===== config.mk =====
export PLATFORM = sky130hd
export DESIGN_NAME = pc_ctrl_flat
export DESIGN_NICKNAME = d
export VERILOG_FILES = /design/src/rtl/pc_pkg.sv /design/src/rtl/pc_ctrl_if.sv /design/src/rtl/pc_ras.sv /design/src/rtl/pc_ctrl.sv /design/src/flat_wrapper.sv
export SDC_FILE = /design/constraint.sdc
export NUM_CORES = 1
export LEC_CHECK = 0
export ABC_AREA = 1
export CAP_MARGIN = 15
export CORE_MARGIN = 1.5
export CORE_UTILIZATION = 53
export CTS_BUF_LIST = sky130_fd_sc_hd__clkbuf_4 sky130_fd_sc_hd__clkbuf_8 sky130_fd_sc_hd__clkbuf_16
export CTS_CLUSTER_DIAMETER = 50
export DETAILED_ROUTE_END_ITERATION = 10
export HOLD_SLACK_MARGIN = 0.08
export PLACE_DENSITY = 0.86
export SYNTH_ARGS = -nofsm -noshare
export SYNTH_HDL_FRONTEND = slang
export SYNTH_SLANG_ARGS = --single-unit

===== constraint.sdc =====
create_clock -name clk -period 2.45 [get_ports clk]
set_input_delay 0.49 -clock clk [delete_from_list [all_inputs] [get_ports clk]]
set_output_delay 0.49 -clock clk [all_outputs]
set_load 0.02 [all_outputs]

===== src/rtl/pc_pkg.sv =====
// Shared types and default constants for the program-counter unit.
package pc_pkg;

  localparam int PC_W_DEF      = 16;
  localparam int PC_INC_DEF    = 1;
  localparam int RESET_VEC_DEF = 0;
  localparam int RAS_DEPTH_DEF = 4;

  // Next-PC source, resolved once per cycle by the priority select.
  typedef enum logic [2:0] {
    SEL_SEQ,
    SEL_BR,
    SEL_JMP,
    SEL_CALL,
    SEL_RET,
    SEL_HOLD
  } npc_sel_e;

endpackage


===== src/rtl/pc_ctrl_if.sv =====
// Control/status bundle between decode/branch logic and the PC unit.
interface pc_ctrl_if #(
  parameter int PC_W = 16
) ();

  logic            stall;
  logic            br_taken;
  logic [PC_W-1:0] br_target;
  logic            jump;
  logic            call;
  logic            ret;
  logic [PC_W-1:0] jmp_target;
  logic [PC_W-1:0] pc;
  logic [PC_W-1:0] pc_next_seq;
  logic            ras_empty;
  logic            ras_full;
  logic            ras_ovf;
  logic            ras_unf;

  // Decode side: drives control, observes PC and RAS status.
  modport master (
    output stall, br_taken, br_target, jump, call, ret, jmp_target,
    input  pc, pc_next_seq, ras_empty, ras_full, ras_ovf, ras_unf
  );

  // PC unit side.
  modport slave (
    input  stall, br_taken, br_target, jump, call, ret, jmp_target,
    output pc, pc_next_seq, ras_empty, ras_full, ras_ovf, ras_unf
  );

endinterface


===== src/rtl/pc_ras.sv =====
// Circular return-address stack. When full, a push overwrites the oldest
// entry, which is the slot the write pointer already points at.
module pc_ras #(
  parameter int PC_W      = 16,
  parameter int RAS_DEPTH = 4
) (
  input  logic            clk,
  input  logic            reset,
  input  logic            push_i,
  input  logic            pop_i,
  input  logic [PC_W-1:0] push_data_i,
  output logic [PC_W-1:0] top_o,
  output logic            empty_o,
  output logic            full_o
);

  localparam int PTR_W = $clog2(RAS_DEPTH);
  localparam int CNT_W = PTR_W + 1;

  // ptr_q is the next write slot; the top entry sits one below it.
  logic [PC_W-1:0]  mem_q [RAS_DEPTH];
  logic [PTR_W-1:0] ptr_q, ptr_d;
  logic [CNT_W-1:0] cnt_q, cnt_d;

  assign empty_o = (cnt_q == '0);
  assign full_o  = (cnt_q == CNT_W'(RAS_DEPTH));
  assign top_o   = mem_q[ptr_q - PTR_W'(1)];

  // Next pointer/count; push and pop are never requested together.
  always_comb begin
    ptr_d = ptr_q;
    cnt_d = cnt_q;
    if (push_i) begin
      ptr_d = ptr_q + PTR_W'(1);
      if (!full_o) cnt_d = cnt_q + CNT_W'(1);
    end else if (pop_i && !empty_o) begin
      ptr_d = ptr_q - PTR_W'(1);
      cnt_d = cnt_q - CNT_W'(1);
    end
  end

  // Pointer and count registers.
  always_ff @(posedge clk) begin
    if (reset) begin
      ptr_q <= '0;
      cnt_q <= '0;
    end else begin
      ptr_q <= ptr_d;
      cnt_q <= cnt_d;
    end
  end

  // Entry storage is never reset; it is only read while count is nonzero.
  always_ff @(posedge clk) begin
    if (push_i && !reset) mem_q[ptr_q] <= push_data_i;
  end

endmodule


===== src/rtl/pc_ctrl.sv =====
// Program-counter unit: priority next-PC select, PC register, RAS and
// sticky overflow/underflow flags.
module pc_ctrl
  import pc_pkg::*;
#(
  parameter int PC_W      = PC_W_DEF,
  parameter int PC_INC    = PC_INC_DEF,
  parameter int RESET_VEC = RESET_VEC_DEF,
  parameter int RAS_DEPTH = RAS_DEPTH_DEF
) (
  input logic        clk,
  input logic        reset,
  pc_ctrl_if.slave   bus
);

  localparam logic [PC_W-1:0] INC = PC_W'(PC_INC);
  localparam logic [PC_W-1:0] RST = PC_W'(RESET_VEC);

  npc_sel_e        sel;
  logic [PC_W-1:0] pc_q, pc_d;
  logic [PC_W-1:0] seq;
  logic [PC_W-1:0] ras_top;
  logic            ras_empty, ras_full;
  logic            push, pop;
  logic            ovf_q, ovf_d;
  logic            unf_q, unf_d;

  assign seq = pc_q + INC;

  // Priority select: stall > ret > call > jump > branch > sequential.
  always_comb begin
    sel = SEL_SEQ;
    if (bus.stall)         sel = SEL_HOLD;
    else if (bus.ret)      sel = SEL_RET;
    else if (bus.call)     sel = SEL_CALL;
    else if (bus.jump)     sel = SEL_JMP;
    else if (bus.br_taken) sel = SEL_BR;
  end

  // Next PC, RAS requests and sticky flag updates for the selected source.
  always_comb begin
    pc_d  = seq;
    push  = 1'b0;
    pop   = 1'b0;
    ovf_d = ovf_q;
    unf_d = unf_q;
    unique case (sel)
      SEL_HOLD: pc_d = pc_q;
      SEL_RET: begin
        if (ras_empty) begin
          pc_d  = seq;
          unf_d = 1'b1;
        end else begin
          pc_d = ras_top;
          pop  = 1'b1;
        end
      end
      SEL_CALL: begin
        pc_d = bus.jmp_target;
        push = 1'b1;
        if (ras_full) ovf_d = 1'b1;
      end
      SEL_JMP: pc_d = bus.jmp_target;
      SEL_BR:  pc_d = bus.br_target;
      default: pc_d = seq;
    endcase
  end

  // PC register and sticky flags.
  always_ff @(posedge clk) begin
    if (reset) begin
      pc_q  <= RST;
      ovf_q <= 1'b0;
      unf_q <= 1'b0;
    end else begin
      pc_q  <= pc_d;
      ovf_q <= ovf_d;
      unf_q <= unf_d;
    end
  end

  pc_ras #(
    .PC_W      (PC_W),
    .RAS_DEPTH (RAS_DEPTH)
  ) u_ras (
    .clk         (clk),
    .reset       (reset),
    .push_i      (push),
    .pop_i       (pop),
    .push_data_i (seq),
    .top_o       (ras_top),
    .empty_o     (ras_empty),
    .full_o      (ras_full)
  );

  assign bus.pc          = pc_q;
  assign bus.pc_next_seq = seq;
  assign bus.ras_empty   = ras_empty;
  assign bus.ras_full    = ras_full;
  assign bus.ras_ovf     = ovf_q;
  assign bus.ras_unf     = unf_q;

endmodule


===== src/flat_wrapper.sv =====
// flat-port wrapper written by rule: the top's interface ports become plain ports
module pc_ctrl_flat import pc_pkg::*;
#(
  parameter int PC_W      = PC_W_DEF,
  parameter int PC_INC    = PC_INC_DEF,
  parameter int RESET_VEC = RESET_VEC_DEF,
  parameter int RAS_DEPTH = RAS_DEPTH_DEF
)
  (clk, reset, bus_stall, bus_br_taken, bus_br_target, bus_jump, bus_call, bus_ret, bus_jmp_target, bus_pc, bus_pc_next_seq, bus_ras_empty, bus_ras_full, bus_ras_ovf, bus_ras_unf);
  pc_ctrl_if #(.PC_W(PC_W)) bus_i ();
  input logic clk;
  input logic reset;
  input wire logic [$bits(bus_i.stall)-1:0] bus_stall;
  input wire logic [$bits(bus_i.br_taken)-1:0] bus_br_taken;
  input wire logic [$bits(bus_i.br_target)-1:0] bus_br_target;
  input wire logic [$bits(bus_i.jump)-1:0] bus_jump;
  input wire logic [$bits(bus_i.call)-1:0] bus_call;
  input wire logic [$bits(bus_i.ret)-1:0] bus_ret;
  input wire logic [$bits(bus_i.jmp_target)-1:0] bus_jmp_target;
  output wire logic [$bits(bus_i.pc)-1:0] bus_pc;
  output wire logic [$bits(bus_i.pc_next_seq)-1:0] bus_pc_next_seq;
  output wire logic [$bits(bus_i.ras_empty)-1:0] bus_ras_empty;
  output wire logic [$bits(bus_i.ras_full)-1:0] bus_ras_full;
  output wire logic [$bits(bus_i.ras_ovf)-1:0] bus_ras_ovf;
  output wire logic [$bits(bus_i.ras_unf)-1:0] bus_ras_unf;
  assign bus_i.stall = bus_stall;
  assign bus_i.br_taken = bus_br_taken;
  assign bus_i.br_target = bus_br_target;
  assign bus_i.jump = bus_jump;
  assign bus_i.call = bus_call;
  assign bus_i.ret = bus_ret;
  assign bus_i.jmp_target = bus_jmp_target;
  assign bus_pc = bus_i.pc;
  assign bus_pc_next_seq = bus_i.pc_next_seq;
  assign bus_ras_empty = bus_i.ras_empty;
  assign bus_ras_full = bus_i.ras_full;
  assign bus_ras_ovf = bus_i.ras_ovf;
  assign bus_ras_unf = bus_i.ras_unf;
  pc_ctrl #(.PC_W(PC_W), .PC_INC(PC_INC), .RESET_VEC(RESET_VEC), .RAS_DEPTH(RAS_DEPTH)) u_core (.clk(clk), .reset(reset), .bus(bus_i));
endmodule

==> results of run 1 <==
## power groups by stage
stage | sequential, mW | combinational, mW | clock [mW]
after global routing | 1.68 | 0.793 | 1.07
after floorplan | 1.73 | 0.368 | 0
after CTS | 1.67 | 0.723 | 1.01
after detailed placement | 1.70 | 0.723 | 0
final | 1.67 | 0.734 | 1.01
after global placement | 1.70 | 0.702 | 0
## layer usage
metal | part of all wire, % | track usage [%] | up-vias
li1 | - | - | 1850
met1 | 38 | 36.8 | 1846
met2 | 49 | 48.2 | 233
met3 | 9.8 | 4.53 | 44
met4 | 3.3 | 14.2 | 0
met5 | 0 | 0 | -
## cell type report
type	count	area (µm²)	share of cell area (%)
sequential	87	2390	42.6
multi-input combinational	355	1750	31.2
timing repair buffer	101	966	17.2
inverter	47	176	3.15
clock buffer	11	139	2.48
tap	102	128	2.28
clock inverter	5	57.6	1.03
## Yosys cell counts
| library cell | instances | area, µm² |
|---|---|---|
| nor2_1 | 110 | 413 |
| nand2_1 | 98 | 368 |
| edfxtp_1 | 64 | 1920 |
| o21ai_0 | 47 | 235 |
| inv_1 | 43 | 161 |
| nand3_1 | 30 | 150 |
| dfxtp_1 | 23 | 460 |
| a21oi_1 | 14 | 70.1 |
| buf_2 | 8 | 40.0 |
| nor2_2 | 6 | 37.5 |
| buf_4 | 5 | 37.5 |
| clkbuf_1 | 5 | 18.8 |
| ha_1 | 5 | 62.6 |
| nand2_2 | 5 | 31.3 |
| nand4_1 | 5 | 31.3 |
| a22oi_1 | 4 | 30.0 |
| and2_1 | 4 | 25.0 |
| inv_2 | 4 | 15.0 |
| xor2_1 | 4 | 35.0 |
| nor2_4 | 3 | 33.8 |
| o21ai_1 | 3 | 15.0 |
| o21bai_1 | 3 | 22.5 |
| or2_2 | 3 | 18.8 |
| nand3_2 | 2 | 20.0 |
| nand3b_1 | 2 | 15.0 |
| xnor2_2 | 2 | 32.5 |
| a31oi_1 | 1 | 6.26 |
| buf_1 | 1 | 3.75 |
| fa_1 | 1 | 20.0 |
| o21ai_2 | 1 | 8.76 |
| o22ai_1 | 1 | 6.26 |
| xnor2_1 | 1 | 8.76 |
## kinds of logic (layout without fill, tap and decap cells)
| family | after synthesis | in the layout |
|---|---|---|
| AND/OR/NAND/NOR | 268 | 268 |
| flip-flops | 87 | 87 |
| AO/OA/AOI/OAI | 74 | 74 |
| buffers and inverters | 66 | 164 |
| XOR/XNOR | 7 | 7 |
| adder cells (fa/ha/maj) | 6 | 6 |
## per-stage QoR
step	utilization, %	cell area, µm²
detailed placement	68.5	5380
floorplan	-	4360
CTS	71.0	5580
finish	71.4	5600
global placement	68.5	5380
global route	71.4	5600
## repair_timing
item	in CTS	in global routing
hold buffers	0	0
resized for setup	31	15
gates cloned	0	0
pin swaps	0	1
setup endpoints to repair	14	11
endpoints found under the hold margin	0	0
## worst register-to-register path: stages, from the launching register on
cell     delay, ns
dfxtp_1       0.38
inv_1         0.10
ha_1          0.31
inv_1         0.45
nor2_1        0.13
nand2_1       0.10
nand2_1       0.08
nand2_1       0.09
nand3_1       0.09
nor2_1        0.12
nor2_1        0.05
## flip-flops by register name (all words and copies together) (netlist names)
| signal | flops |
|---|---|
| u_core.bus.ras_unf | 1 |
| u_core.bus.ras_ovf | 1 |
| u_core.u_ras.cnt_q | 3 |
| u_core.u_ras.mem_q | 64 |
| u_core.bus.pc | 16 |
| u_core.u_ras.ptr_q | 2 |
## cell usage in the layout (no fill, tap or decap), drive strengths merged, types with 4 or more instances in the layout
cell	Yosys	routed
clkdlybuf4s50	0	60
dfxtp	23	23
nand3	32	32
o21ai	51	51
xor2	4	4
dlygate4sd2	0	5
nor2	119	119
nand4	5	5
buf	14	29
a21oi	14	14
edfxtp	64	64
clkbuf	5	14
ha	5	5
a22oi	4	4
clkdlybuf4s15	0	4
nand2	103	103
inv	47	48
and2	4	4
## worst max-delay path by stage
stage | startpoint | endpoint | slack (ns)
finish | u_core.bus.pc[0] | bus_pc_next_seq[15] | 0.04
global route | u_core.bus.pc[10] | bus_pc_next_seq[11] | 0.001
CTS | u_core.bus.pc[0] | bus_pc_next_seq[13] | -0.004
detailed placement | u_core.bus.pc[0] | bus_pc_next_seq[12] | 0.09
global placement | u_core.bus.pc[8] | bus_pc_next_seq[11] | 0.13
floorplan | bus_ret | u_core.u_ras.mem_q[0][0] | 0.29
==> flow_metrics.py, run 1 <==
metrics = {
    "status": {
        "status": "finished clean",
    },
    "finish": {
        "syn_to_final_growth_pct": 28.6,
        "antenna-diode-count": 0,
        "drive_gt1_share_pct": 14.4,
        "fillers": 590,
        "layout.nets": 646,
        "fin_cells": 708,
    },
    "drt": {
        "viasPerCell": 5.61,
        "dr.first_iter.drc_count": 366,
        "wl_um": 12300,
        "vias": 3973,
        "avgRoutedWirePerCell_um": 17.3,
        "drt_pass1_iterations": 5,
        "drtAntennaViolNets": 0,
        "drcViolationCount": 0,
    },
    "critical_path": {
        "r2r-end": "u_core.bus.pc[13]",
        "worstSetupEndpointType": "primary output",
        "rrSetupSlack_ns": 0.44,
        "worstPathRequired_ns": 1.96,
        "cpMaxStageDelayCell": "dfxtp_2",
        "arrival_ns": 1.92,
        "critPathLaunchType": "register",
        "crit_chain": "buf_4 -> inv_1 -> nor2_2 -> nand2_4 -> nor2_1 -> nand2_1 -> and2_4 -> clkdlybuf4s15_2",
        "crit_buf_inv": 3,
        "crit_family": "simple AND/OR/NAND/NOR gates",
        "critical_path_class": "register to primary output",
        "rr_worst_depth": 10,
        "cp_max_fo": 4,
        "critPathMaxStageDelay_ns": 0.37,
        "r2r-start": "u_core.u_ras.ptr_q[1]",
        "cp_num_cells": 8,
    },
    "power_and_ir_drop": {
        "power.total_mw": 3.42,
        "ir_drop_uv": 418,
        "p_seq_share_pct": 49.0,
        "swShare_pct": 29.2,
        "p_leak_nw": 2.28,
        "internal-power_mw": 2.42,
        "comb_power_share_pct": 21.5,
        "clkPwrFrac_pct": 29.6,
        "p_per_area_nw_per_um2": 610,
        "p_sw_mw": 1.00,
    },
    "clock_network": {
        "cts_buffer_depth": 2,
        "htree_num_levels": 3,
        "cts_tree": "built",
        "path_clk_slew_ns": 0.09,
        "cts_setup_buffers": 0,
        "cts_buffers": 9,
        "clk_latency_ns": 0.37,
        "cts-root-buf": "clkbuf_8",
        "clock-sinks": 87,
    },
    "placed_design": {
        "dp_slack_ns": 0.0932,
        "hpwl_um": 8340,
        "placed_cells": 692,
        "place.gp.congestion": 0.964,
        "io_buffers": 74,
    },
    "sta": {
        "min_period_over_period_pct": 98.2,
        "fin_skew_ns": 0.0176,
        "slew_headroom_pct": 54.8,
        "drv_slew": 0,
        "finalWorstSetupSlack_ns": 0.0449,
        "hold-worst-slack_ns": 0.454,
        "fin_crit_ns": 2.41,
        "rsz0062_at_grt": "no",
        "final.setup.tns_ns": 0,
        "fmax_mhz": 416,
        "tightest_slew_ns": 0.677,
        "hold_viol_final": 0,
        "setup_viol_count_final": 0,
    },
    "global_routing": {
        "grt_start_max_net_pins": 39,
        "overflow": 0,
        "grt_usage_pct": 28.9,
        "grt_pass1_vias": 3903,
        "antenna_found_initial": 0,
        "grt_first_pass_wirelength_um": 19000,
    },
    "worst_hold_path": {
        "whs_path_depth": 2,
        "whs_endpoint": "u_core.bus.ras_unf",
        "hold_class": "register to register",
        "holdCritStartpoint": "u_core.bus.ras_unf",
    },
    "synth": {
        "yosysUniqueCellTypes": 32,
        "synthAdderAreaFrac_pct": 1.90,
        "synth_nets": 553,
        "synth_xor_area_share_pct": 1.75,
        "synth_compound_area_share_pct": 9.05,
        "syn_area_per_cell_um2": 8.57,
        "syn_area_um2": 4360,
        "synth_top_family_by_area": "simple AND/OR/NAND/NOR gates",
        "yosys_warnings": 0,
        "synth_cells": 508,
        "synth_mux_area_share_pct": 0,
        "synth_seq_cells": 87,
        "synth-simple-area-share_pct": 26.3,
        "ys_seq_area_share_pct": 54.7,
    },
    "floorplan": {
        "coreArea_um2": 7850,
        "die_h_um": 93.7,
        "ios": 75,
        "die_area_um2": 8770,
        "rows": 32,
        "initial_core_util_pct": 55.5,
        "die_w_um": 93.7,
    },
    "job": {
        "max_cap_violations": 0,
    },
}
(Power assumes the default switching activity.)
==> run 2: changes to the inputs <==
CORE_UTILIZATION = 63   (was 53)
DONT_BUFFER_PORTS = 1   (was unset)
HOLD_SLACK_MARGIN = 0.03   (was 0.08)
PLACE_DENSITY = 0.85   (was 0.86)
==> flow_metrics.py, run 2 (synthesis gave the netlist of run 1 again) <==
metrics = {
    "status": {
        "status": "finished clean",
    },
    "critical_path": {
        "critical_path_class": "register to primary output",
        "crit_chain": "buf_4 -> clkinvlp_4 -> nor2_4 -> nand2_2 -> o21bai_1 -> and2_4",
        "rr_worst_depth": 8,
        "crit_path_end": "bus_pc_next_seq[15]",
        "worstPathRequired_ns": 1.96,
        "critPathMaxStageDelay_ns": 0.34,
        "critPathLaunchType": "register",
        "crit_buf_inv": 2,
        "rrSetupSlack_ns": 0.53,
        "cpMaxStageDelayCell": "dfxtp_1",
        "r2r-end": "u_core.bus.pc[7]",
        "worstSetupEndpointType": "primary output",
        "cp_max_fo": 7,
        "r2r-start": "u_core.u_ras.ptr_q[1]",
        "crit_family": "simple AND/OR/NAND/NOR gates",
        "arrival_ns": 1.86,
        "cp-startpoint": "u_core.bus.pc[0]",
        "cp_num_cells": 6,
    },
    "clock_network": {
        "cts_setup_buffers": 0,
        "cts_buffer_depth": 2,
        "cts-root-buf": "clkbuf_8",
        "clk_latency_ns": 0.36,
        "cts_tree": "built",
        "path_clk_slew_ns": 0.09,
        "clock-sinks": 87,
        "htree_num_levels": 3,
        "cts_buffers": 9,
    },
    "placed_design": {
        "hpwl_um": 7450,
        "dp_slack_ns": 0.364,
        "place.gp.congestion": 0.947,
        "io_buffers": 0,
    },
    "power_and_ir_drop": {
        "p_leak_nw": 1.94,
        "p_per_area_nw_per_um2": 676,
        "ir_drop_uv": 428,
    },
    "sta": {
        "slew_headroom_pct": 60.4,
        "hold_viol_final": 0,
        "tightest_slew_ns": 0.593,
        "drv_slew": 0,
        "fin_skew_ns": 0.0157,
        "setup_viol_count_final": 0,
        "finalWorstSetupSlack_ns": 0.105,
        "fmax_mhz": 426,
        "final.setup.tns_ns": 0,
        "rsz0062_at_grt": "no",
        "fin_crit_ns": 2.35,
        "min_period_over_period_pct": 95.7,
    },
    "job": {
        "max_cap_violations": 0,
    },
    "finish": {
        "syn_to_final_growth_pct": 9.14,
        "layout_common_cells": "109 x nor2_1, 98 x nand2_1, 64 x edfxtp_1, 47 x o21ai_0, 42 x inv_1",
        "regMostFlops": "u_core.u_ras.mem_q",
        "seqCellArea_um2": 2380,
        "layout_commonest_cell": "nor2_1",
        "largest_reg_flops": 64,
        "drive_gt1_share_pct": 13.8,
        "layout.nets": 570,
        "multi_input_area_um2": 1710,
        "antenna-diode-count": 0,
        "fillers": 491,
    },
    "global_routing": {
        "overflow": 0,
        "grt_usage_pct": 29.7,
        "antenna_found_initial": 0,
        "grt_pass1_vias": 3253,
        "grt_start_max_net_pins": 39,
        "grt_first_pass_wirelength_um": 16300,
    },
    "floorplan": {
        "initial_core_util_pct": 64.5,
        "ios": 75,
        "die_area_um2": 7420,
        "die_w_um": 86.1,
        "rows": 30,
        "die_h_um": 86.1,
        "coreArea_um2": 6760,
    },
    "drt": {
        "drtAntennaViolNets": 0,
        "vias": 3547,
        "wl_um": 10500,
        "drt_pass1_iterations": 6,
        "avgRoutedWirePerCell_um": 17.2,
        "drcViolationCount": 0,
        "dr.first_iter.drc_count": 415,
        "viasPerCell": 5.82,
    },
    "worst_hold_path": {
        "hold_class": "input pin to register",
    },
}
[run 2: worst min-delay path by stage]
stage / endpoint / start / cells after the start / slack (ns)
floorplan: u_core.u_ras.cnt_q[1] / u_core.u_ras.cnt_q[1] / 2 / 0.48
global placement: u_core.u_ras.cnt_q[1] / u_core.u_ras.cnt_q[1] / 2 / 0.50
detailed placement: u_core.u_ras.cnt_q[2] / u_core.u_ras.cnt_q[2] / 2 / 0.52
CTS: u_core.bus.ras_ovf / reset / 1 / 0.18
global route: u_core.bus.ras_ovf / reset / 1 / 0.19
finish: u_core.bus.ras_ovf / reset / 1 / 0.19
[run 2: metrics by stage]
stage | std cells | instance area, µm² | power (mW) | hold slack [ns] | util, %
after floorplan | 508 | 4360 | 2.10 | 0.484 | -
after global placement | 594 | 4540 | 2.22 | 0.504 | 67.2
after detailed placement | 594 | 4540 | 2.25 | 0.524 | 67.2
after CTS | 609 | 4740 | 3.20 | 0.180 | 70.1
after global routing | 609 | 4750 | 3.32 | 0.186 | 70.4
final | 609 | 4750 | 3.21 | 0.187 | 70.4
[run 2: final cells by class]
class,instances,area share (%)
Clock buffer,10,2.76
Tap cell,80,2.11
Clock inverter,5,1.26
Inverter,47,3.79
Timing Repair Buffer,25,3.95
Sequential cell,87,50.2
Multi-Input combinational cell,355,36.0
[run 2: repair_timing]
action | in CTS | in global routing
hold buffers | 0 | 0
setup endpoints to repair | 1 | 6
gates resized for setup | 1 | 8
hold endpoints to repair | 0 | 0
pin swaps | 0 | 1
[run 2: report_power, final]
part	total, mW	switching [mW]	internal [mW]
combinational	0.545	0.388	0.156
sequential	1.68	0.0504	1.63
clock	0.984	0.505	0.479
total	3.21	0.944	2.27
[run 2: per-layer routing]
| layer | wire length [µm] | global-route usage (%) |
|---|---|---|
| met5 | 0 | 0 |
| met4 | 252 | 14.8 |
| met3 | 1130 | 6.83 |
| met2 | 4900 | 45.1 |
| met1 | 4190 | 40.5 |
[run 2: worst reg2reg max path: cells and delay by family, from the launching register on]
family          cells  cell delay, ns
buf+inv             2            0.50
simple gates        4            0.42
flops               1            0.38
fa+ha+maj           1            0.30
compound gates      1            0.20
